==> src/rtl/bus_pkg.sv <==
// Shared widths and state encoding for the on-chip register bus.
// Responders import the widths from here so both ends stay in agreement.
package bus_pkg;

  localparam int BUS_AW     = 16;
  localparam int BUS_DW     = 16;
  localparam int RD_LAT_MAX = 7;
  localparam int LAT_W      = $clog2(RD_LAT_MAX + 1);

  typedef enum logic [1:0] {
    IDLE   = 2'd0,
    STROBE = 2'd1,
    WAIT   = 2'd2,
    RESP   = 2'd3
  } bus_init_state_t;

endpackage

==> src/rtl/bus_initiator_if.sv <==
// Request/response handshake plus the register-bus pins of one initiator.
interface bus_initiator_if;
  import bus_pkg::*;

  // req_* and rsp_* are valid/ready pairs: a beat transfers on a rising edge
  // where valid and ready are both 1; the source holds its payload until then.
  logic              req_valid;
  logic              req_ready;
  logic              req_wr;
  logic [BUS_AW-1:0] req_addr;
  logic [BUS_DW-1:0] req_wdata;
  logic              rsp_valid;
  logic              rsp_ready;
  logic [BUS_DW-1:0] rsp_rdata;
  logic [BUS_AW-1:0] baddr;
  logic [BUS_DW-1:0] bwrdata;
  logic [BUS_DW-1:0] brddata;
  logic              bwr;
  logic              bstrobe;

  modport master (
    input  req_valid, req_wr, req_addr, req_wdata, rsp_ready, brddata,
    output req_ready, rsp_valid, rsp_rdata, baddr, bwrdata, bwr, bstrobe
  );

  modport slave (
    output req_valid, req_wr, req_addr, req_wdata, rsp_ready, brddata,
    input  req_ready, rsp_valid, rsp_rdata, baddr, bwrdata, bwr, bstrobe
  );

endinterface

==> src/rtl/bus_initiator.sv <==
// Single-outstanding register-bus initiator: one strobe per request, read
// data captured RD_LATENCY cycles after the strobe and returned on rsp_*.
module bus_initiator
  import bus_pkg::*;
#(
  parameter int RD_LATENCY = 0  // legal range 0..RD_LAT_MAX
) (
  input  logic              clk,
  input  logic              reset,
  bus_initiator_if.master   bus,
  output logic [BUS_DW-1:0] n_wr,
  output logic [BUS_DW-1:0] n_rd,
  output bus_init_state_t   o_state
);

  bus_init_state_t   r_state;
  logic [BUS_AW-1:0] r_baddr;
  logic [BUS_DW-1:0] r_bwrdata;
  logic [BUS_DW-1:0] r_rsp_rdata;
  logic              r_wr;
  logic              r_bwr;
  logic              r_bstrobe;
  logic              r_rsp_valid;
  logic [LAT_W-1:0]  r_cnt;
  logic [BUS_DW-1:0] r_n_wr;
  logic [BUS_DW-1:0] r_n_rd;

  always_ff @(posedge clk) begin
    if (reset) begin
      r_state     <= IDLE;
      r_baddr     <= '0;
      r_bwrdata   <= '0;
      r_rsp_rdata <= '0;
      r_wr        <= 1'b0;
      r_bwr       <= 1'b0;
      r_bstrobe   <= 1'b0;
      r_rsp_valid <= 1'b0;
      r_cnt       <= '0;
      r_n_wr      <= '0;
      r_n_rd      <= '0;
    end else begin
      case (r_state)
        IDLE: begin
          if (bus.req_valid) begin
            r_baddr   <= bus.req_addr;
            if (bus.req_wr) r_bwrdata <= bus.req_wdata;
            r_wr      <= bus.req_wr;
            r_bwr     <= bus.req_wr;
            r_bstrobe <= 1'b1;
            r_state   <= STROBE;
          end
        end
        STROBE: begin
          r_bstrobe <= 1'b0;
          r_bwr     <= 1'b0;
          if (r_wr) begin
            r_n_wr  <= r_n_wr + 1'b1;
            r_state <= IDLE;
          end else if (RD_LATENCY == 0) begin
            r_rsp_rdata <= bus.brddata;
            r_rsp_valid <= 1'b1;
            r_state     <= RESP;
          end else begin
            r_cnt   <= LAT_W'(RD_LATENCY);
            r_state <= WAIT;
          end
        end
        WAIT: begin
          // Counter equals 1 exactly in cycle strobe+RD_LATENCY.
          if (r_cnt == LAT_W'(1)) begin
            r_rsp_rdata <= bus.brddata;
            r_rsp_valid <= 1'b1;
            r_state     <= RESP;
          end else begin
            r_cnt <= r_cnt - 1'b1;
          end
        end
        RESP: begin
          if (bus.rsp_ready) begin
            r_rsp_valid <= 1'b0;
            r_n_rd      <= r_n_rd + 1'b1;
            r_state     <= IDLE;
          end
        end
        default: r_state <= IDLE;
      endcase
    end
  end

  // req_ready depends on registered state only, never on req_valid.
  assign bus.req_ready = (r_state == IDLE);
  assign bus.rsp_valid = r_rsp_valid;
  assign bus.rsp_rdata = r_rsp_rdata;
  assign bus.baddr     = r_baddr;
  assign bus.bwrdata   = r_bwrdata;
  assign bus.bwr       = r_bwr;
  assign bus.bstrobe   = r_bstrobe;
  assign n_wr          = r_n_wr;
  assign n_rd          = r_n_rd;
  assign o_state       = r_state;

endmodule

==> src/flat_wrapper.sv <==
// flat-port wrapper written by rule: the top's interface ports become plain ports
module bus_initiator_flat import bus_pkg::*;
#(
  parameter int RD_LATENCY = 0                              
)
  (clk, reset, n_wr, n_rd, o_state, bus_req_valid, bus_req_wr, bus_req_addr, bus_req_wdata, bus_rsp_ready, bus_brddata, bus_req_ready, bus_rsp_valid, bus_rsp_rdata, bus_baddr, bus_bwrdata, bus_bwr, bus_bstrobe);
  bus_initiator_if bus_i ();
  input  logic clk;
  input  logic reset;
  output logic [BUS_DW-1:0] n_wr;
  output logic [BUS_DW-1:0] n_rd;
  output bus_init_state_t o_state;
  input wire logic [$bits(bus_i.req_valid)-1:0] bus_req_valid;
  input wire logic [$bits(bus_i.req_wr)-1:0] bus_req_wr;
  input wire logic [$bits(bus_i.req_addr)-1:0] bus_req_addr;
  input wire logic [$bits(bus_i.req_wdata)-1:0] bus_req_wdata;
  input wire logic [$bits(bus_i.rsp_ready)-1:0] bus_rsp_ready;
  input wire logic [$bits(bus_i.brddata)-1:0] bus_brddata;
  output wire logic [$bits(bus_i.req_ready)-1:0] bus_req_ready;
  output wire logic [$bits(bus_i.rsp_valid)-1:0] bus_rsp_valid;
  output wire logic [$bits(bus_i.rsp_rdata)-1:0] bus_rsp_rdata;
  output wire logic [$bits(bus_i.baddr)-1:0] bus_baddr;
  output wire logic [$bits(bus_i.bwrdata)-1:0] bus_bwrdata;
  output wire logic [$bits(bus_i.bwr)-1:0] bus_bwr;
  output wire logic [$bits(bus_i.bstrobe)-1:0] bus_bstrobe;
  assign bus_i.req_valid = bus_req_valid;
  assign bus_i.req_wr = bus_req_wr;
  assign bus_i.req_addr = bus_req_addr;
  assign bus_i.req_wdata = bus_req_wdata;
  assign bus_i.rsp_ready = bus_rsp_ready;
  assign bus_i.brddata = bus_brddata;
  assign bus_req_ready = bus_i.req_ready;
  assign bus_rsp_valid = bus_i.rsp_valid;
  assign bus_rsp_rdata = bus_i.rsp_rdata;
  assign bus_baddr = bus_i.baddr;
  assign bus_bwrdata = bus_i.bwrdata;
  assign bus_bwr = bus_i.bwr;
  assign bus_bstrobe = bus_i.bstrobe;
  bus_initiator #(.RD_LATENCY(RD_LATENCY)) u_core (.clk(clk), .reset(reset), .bus(bus_i), .n_wr(n_wr), .n_rd(n_rd), .o_state(o_state));
endmodule
==> config.mk <==
export PLATFORM = sky130hd
export DESIGN_NAME = bus_initiator_flat
export DESIGN_NICKNAME = d
export VERILOG_FILES = /design/src/rtl/bus_pkg.sv /design/src/rtl/bus_initiator_if.sv /design/src/rtl/bus_initiator.sv /design/src/flat_wrapper.sv
export SDC_FILE = /design/constraint.sdc
export NUM_CORES = 1
export LEC_CHECK = 0
export ABC_AREA = 1
export CAP_MARGIN = 10
export CELL_PAD_IN_SITES_DETAIL_PLACEMENT = 0
export CELL_PAD_IN_SITES_GLOBAL_PLACEMENT = 1
export CORE_MARGIN = 8
export CORE_UTILIZATION = 31
export CTS_BUF_LIST = sky130_fd_sc_hd__clkbuf_4 sky130_fd_sc_hd__clkbuf_8
export DETAILED_ROUTE_END_ITERATION = 12
export GPL_ROUTABILITY_DRIVEN = 0
export HOLD_SLACK_MARGIN = 0.06
export PLACE_DENSITY = 0.81
export SYNTH_ARGS = -nofsm -noshare
export SYNTH_HDL_FRONTEND = slang
export SYNTH_SLANG_ARGS = --single-unit
==> constraint.sdc <==
create_clock -name clk -period 1.53 [get_ports clk]
set_input_delay 0.306 -clock clk [delete_from_list [all_inputs] [get_ports clk]]
set_output_delay 0.306 -clock clk [all_outputs]
set_load 0.01 [all_outputs]
==> summary.md <==
| Metric | Value |
|---|---|
| Max-cap violations | 0 |
| Hold Fails Final Rpt | 0 |
| Multi-input logic area | 0.00160 mm^2 |
| Final #Nets | 716 |
| Routed len/inst | 13.3 um |
| Fmax | 686 MHz |
| Syn avg cell area | 7.24 um^2 |
| CP cell instances | nor2_2, dlygate4sd2_1 |
| Drt pass-1 iters | 4 |
| CTS tree | done |
| Slew @ Worst Pin | 308 ps |
| Worst-path fanout max | 8 |
| Most frequent cells in the layout | nor2_1, dlygate4sd2_1, dfxtp_1, nand2_1, o21ai_0 |
| Family with the most delay on the worst path | flip-flops |
| Max-slew headroom | 0.795 |
| Tmin final | 1460 ps |
| Total core area | 0.0114 mm^2 |
| FF+latch area | 0.00180 mm^2 |
| RSZ-0062 raised after global routing | no |
| Die height | 124 um |
| Period utilization | 0.953 |
| Largest net degree at the start of global routing | 42 |
| Post-synthesis async set-or-reset flop share | 0 |
| CTS root buffer | clkbuf_8 |
| Initial Utilization | 0.317 |
| Critical path data required time | 1220 ps |
| DRC viols | 0 |
| Worst vdd ir | 0.640 mV |
| Port buffer count | 138 |
| # diodes | 0 |
| Post-route antenna net violation count | 0 |
| Dpl cells | 791 |
| Commonest non-fill, non-tap cell in the layout | nor2_1 |
| Vias in the first global route | 3503 |
| Cell count after synthesis | 500 |
| Placed inst area | 0.00533 mm^2 |
| Row cnt | 39 |
| Distinct cells, synth | 28 |
| Die X | 124 um |
| Initial DRC Count | 214 |
| Post-CTS Hold Fix Bufs | 0 |
| CTS clk-pin slew, worst paths | 90 ps |
| GRT Total Usage | 0.140 |
| CP peak stage delay | 390 ps |
| Post-route cell area | 0.00544 mm^2 |
| Pwr dens | 1140 mW/mm^2 |
| HP Class | flip-flop to flip-flop |
| Global-route wire length before repair | 17000 um |
| Mapped Nets | 557 |
| Final HPWL DP | 8100 um |
| Worst endpoint data arrival time | 1150 ps |
| Num CTS Buffers | 9 |
| # fillers | 1191 |
| Wirelength, routed | 10800 um |
| Prevailing post-synth register cell | dfxtp_1 |
| Total I/O pin count | 139 |
| Htree depth | 3 |
| GRT overflow | 0 |
| Routed vias/inst | 4.53 |
| CP Capture Type | output port |
| Max clock buf depth | 2 |
| Setup slack at placement | -202 ps |
| Crit path kind | flip-flop to output port |
| Sequential area share after synthesis | 0.492 |
| Crit-path slowest cell | dfxtp_4 |
| Final setup TNS | 0 ps |
| TritonCTS Sinks | 89 |
| Layout cells sized above 1 | 0.0994 |
| Static Leak | 0.00257 uW |
| Initial antenna violation count | 0 |
| Final clock skew | 9.93 ps |
| Status | finished clean |
| Mapped Area | 0.00362 mm^2 |
| Die area | 0.0154 mm^2 |
| Via count | 3657 |
| Final Max Tran Viols | 0 |
| Yosys synthesis warning count | 0 |
| Area Growth Syn to Fin | 50.1% |
| Crit path launch type | flip-flop |
| CP Buf/Inv Count | 1 |
| Post-synth EDFFs | 0 |
| Post-Layout Cell Count | 807 |
| Final Setup Violations | 0 |
| Setup WS post-layout | 71.9 ps |
| Worst skew pair latency | 360 ps |
| Flop and latch count out of synthesis | 89 |
## registers in the layout, indices dropped and copies added (netlist names)
signal	flops
u_core.bus.rsp_rdata	16
u_core.bus.baddr	16
u_core.bus.bwrdata	16
u_core.r_wr	1
u_core.r_cnt	3
u_core.bus.bwr	1
u_core.bus.rsp_valid	1
u_core.n_wr	16
u_core.bus.bstrobe	1
u_core.n_rd	16
u_core.o_state	2
## stage by stage
stage	hold slack [ps]	total power [uW]	utilization
6_report	468	6220	0.476
5_1_grt	492	6660	0.476
3_5_place_dp	458	5000	0.467
2_1_floorplan	441	3850	-
4_1_cts	471	6330	0.475
3_3_place_gp	448	4960	0.467
## cell usage after synthesis, types with 4 or more instances
cell,n,share of area
nor2_2,5,0.0086
inv_1,43,0.045
clkbuf_1,8,0.0083
nor3_1,8,0.011
nor2_1,141,0.15
xor2_1,4,0.0097
buf_2,4,0.0055
o21bai_1,5,0.010
dfxtp_1,89,0.49
nand4_1,6,0.010
o21ai_0,58,0.080
ha_1,4,0.014
nand3_1,13,0.018
nand2_1,66,0.068
a21oi_1,23,0.032
## layout make-up
type | instances | share of cell area
Tap cell | 143 | 0.0329
Inverter | 47 | 0.0325
Clock buffer | 12 | 0.0292
Sequential cell | 89 | 0.330
Timing Repair Buffer | 165 | 0.276
Multi-Input combinational cell | 347 | 0.294
Clock inverter | 4 | 0.00483
## final timing paths
check                               startpoint                                end  slack, ps  depth (start not counted)
min reg2reg  u_core.bus.rsp_valid$_SDFFE_PP0P_  u_core.bus.rsp_valid$_SDFFE_PP0P_        470                          2
min          u_core.bus.rsp_valid$_SDFFE_PP0P_  u_core.bus.rsp_valid$_SDFFE_PP0P_        470                          2
max             u_core.o_state[0]$_SDFFE_PP0P_                      bus_req_ready         70                          2
max reg2reg        u_core.n_rd[0]$_SDFFE_PP0P_       u_core.n_rd[14]$_SDFFE_PP0P_        100                          7
## what timing repair did
action,4_1_cts,5_1_grt
setup buffers,0,0
setup endpoints to repair,88,5
pin swaps,0,1
gates resized for setup,96,3
## tightest hold or removal path: stages, from the launching register on
cell     delay [ps]
dfxtp_1         320
nand2_1          60
a21oi_1          50
## per-layer routing
layer  wire, um  global-route usage
met1       4620               0.158
met2       5030               0.236
met3        910              0.0481
met4        201              0.0602
met5          0                   0
## logic make-up after synthesis
group                    Yosys count  share of synthesized area
AND/OR/NAND/NOR                  247                      0.281
adder cells (fa/ha/maj)            4                     0.0138
AO/OA/AOI/OAI                     92                      0.133
buffers and inverters             64                     0.0705
XOR/XNOR                           4                    0.00967
flip-flops                        89                      0.492
## where the power goes
group	switching [uW]	internal, uW	leakage [uW]
Combinational	997	813	0.00174
Clock	839	698	0.0000962
Sequential	193	2680	0.000732
Total	2030	4190	0.00257
Note: power is estimated with default switching activity, not from simulation.
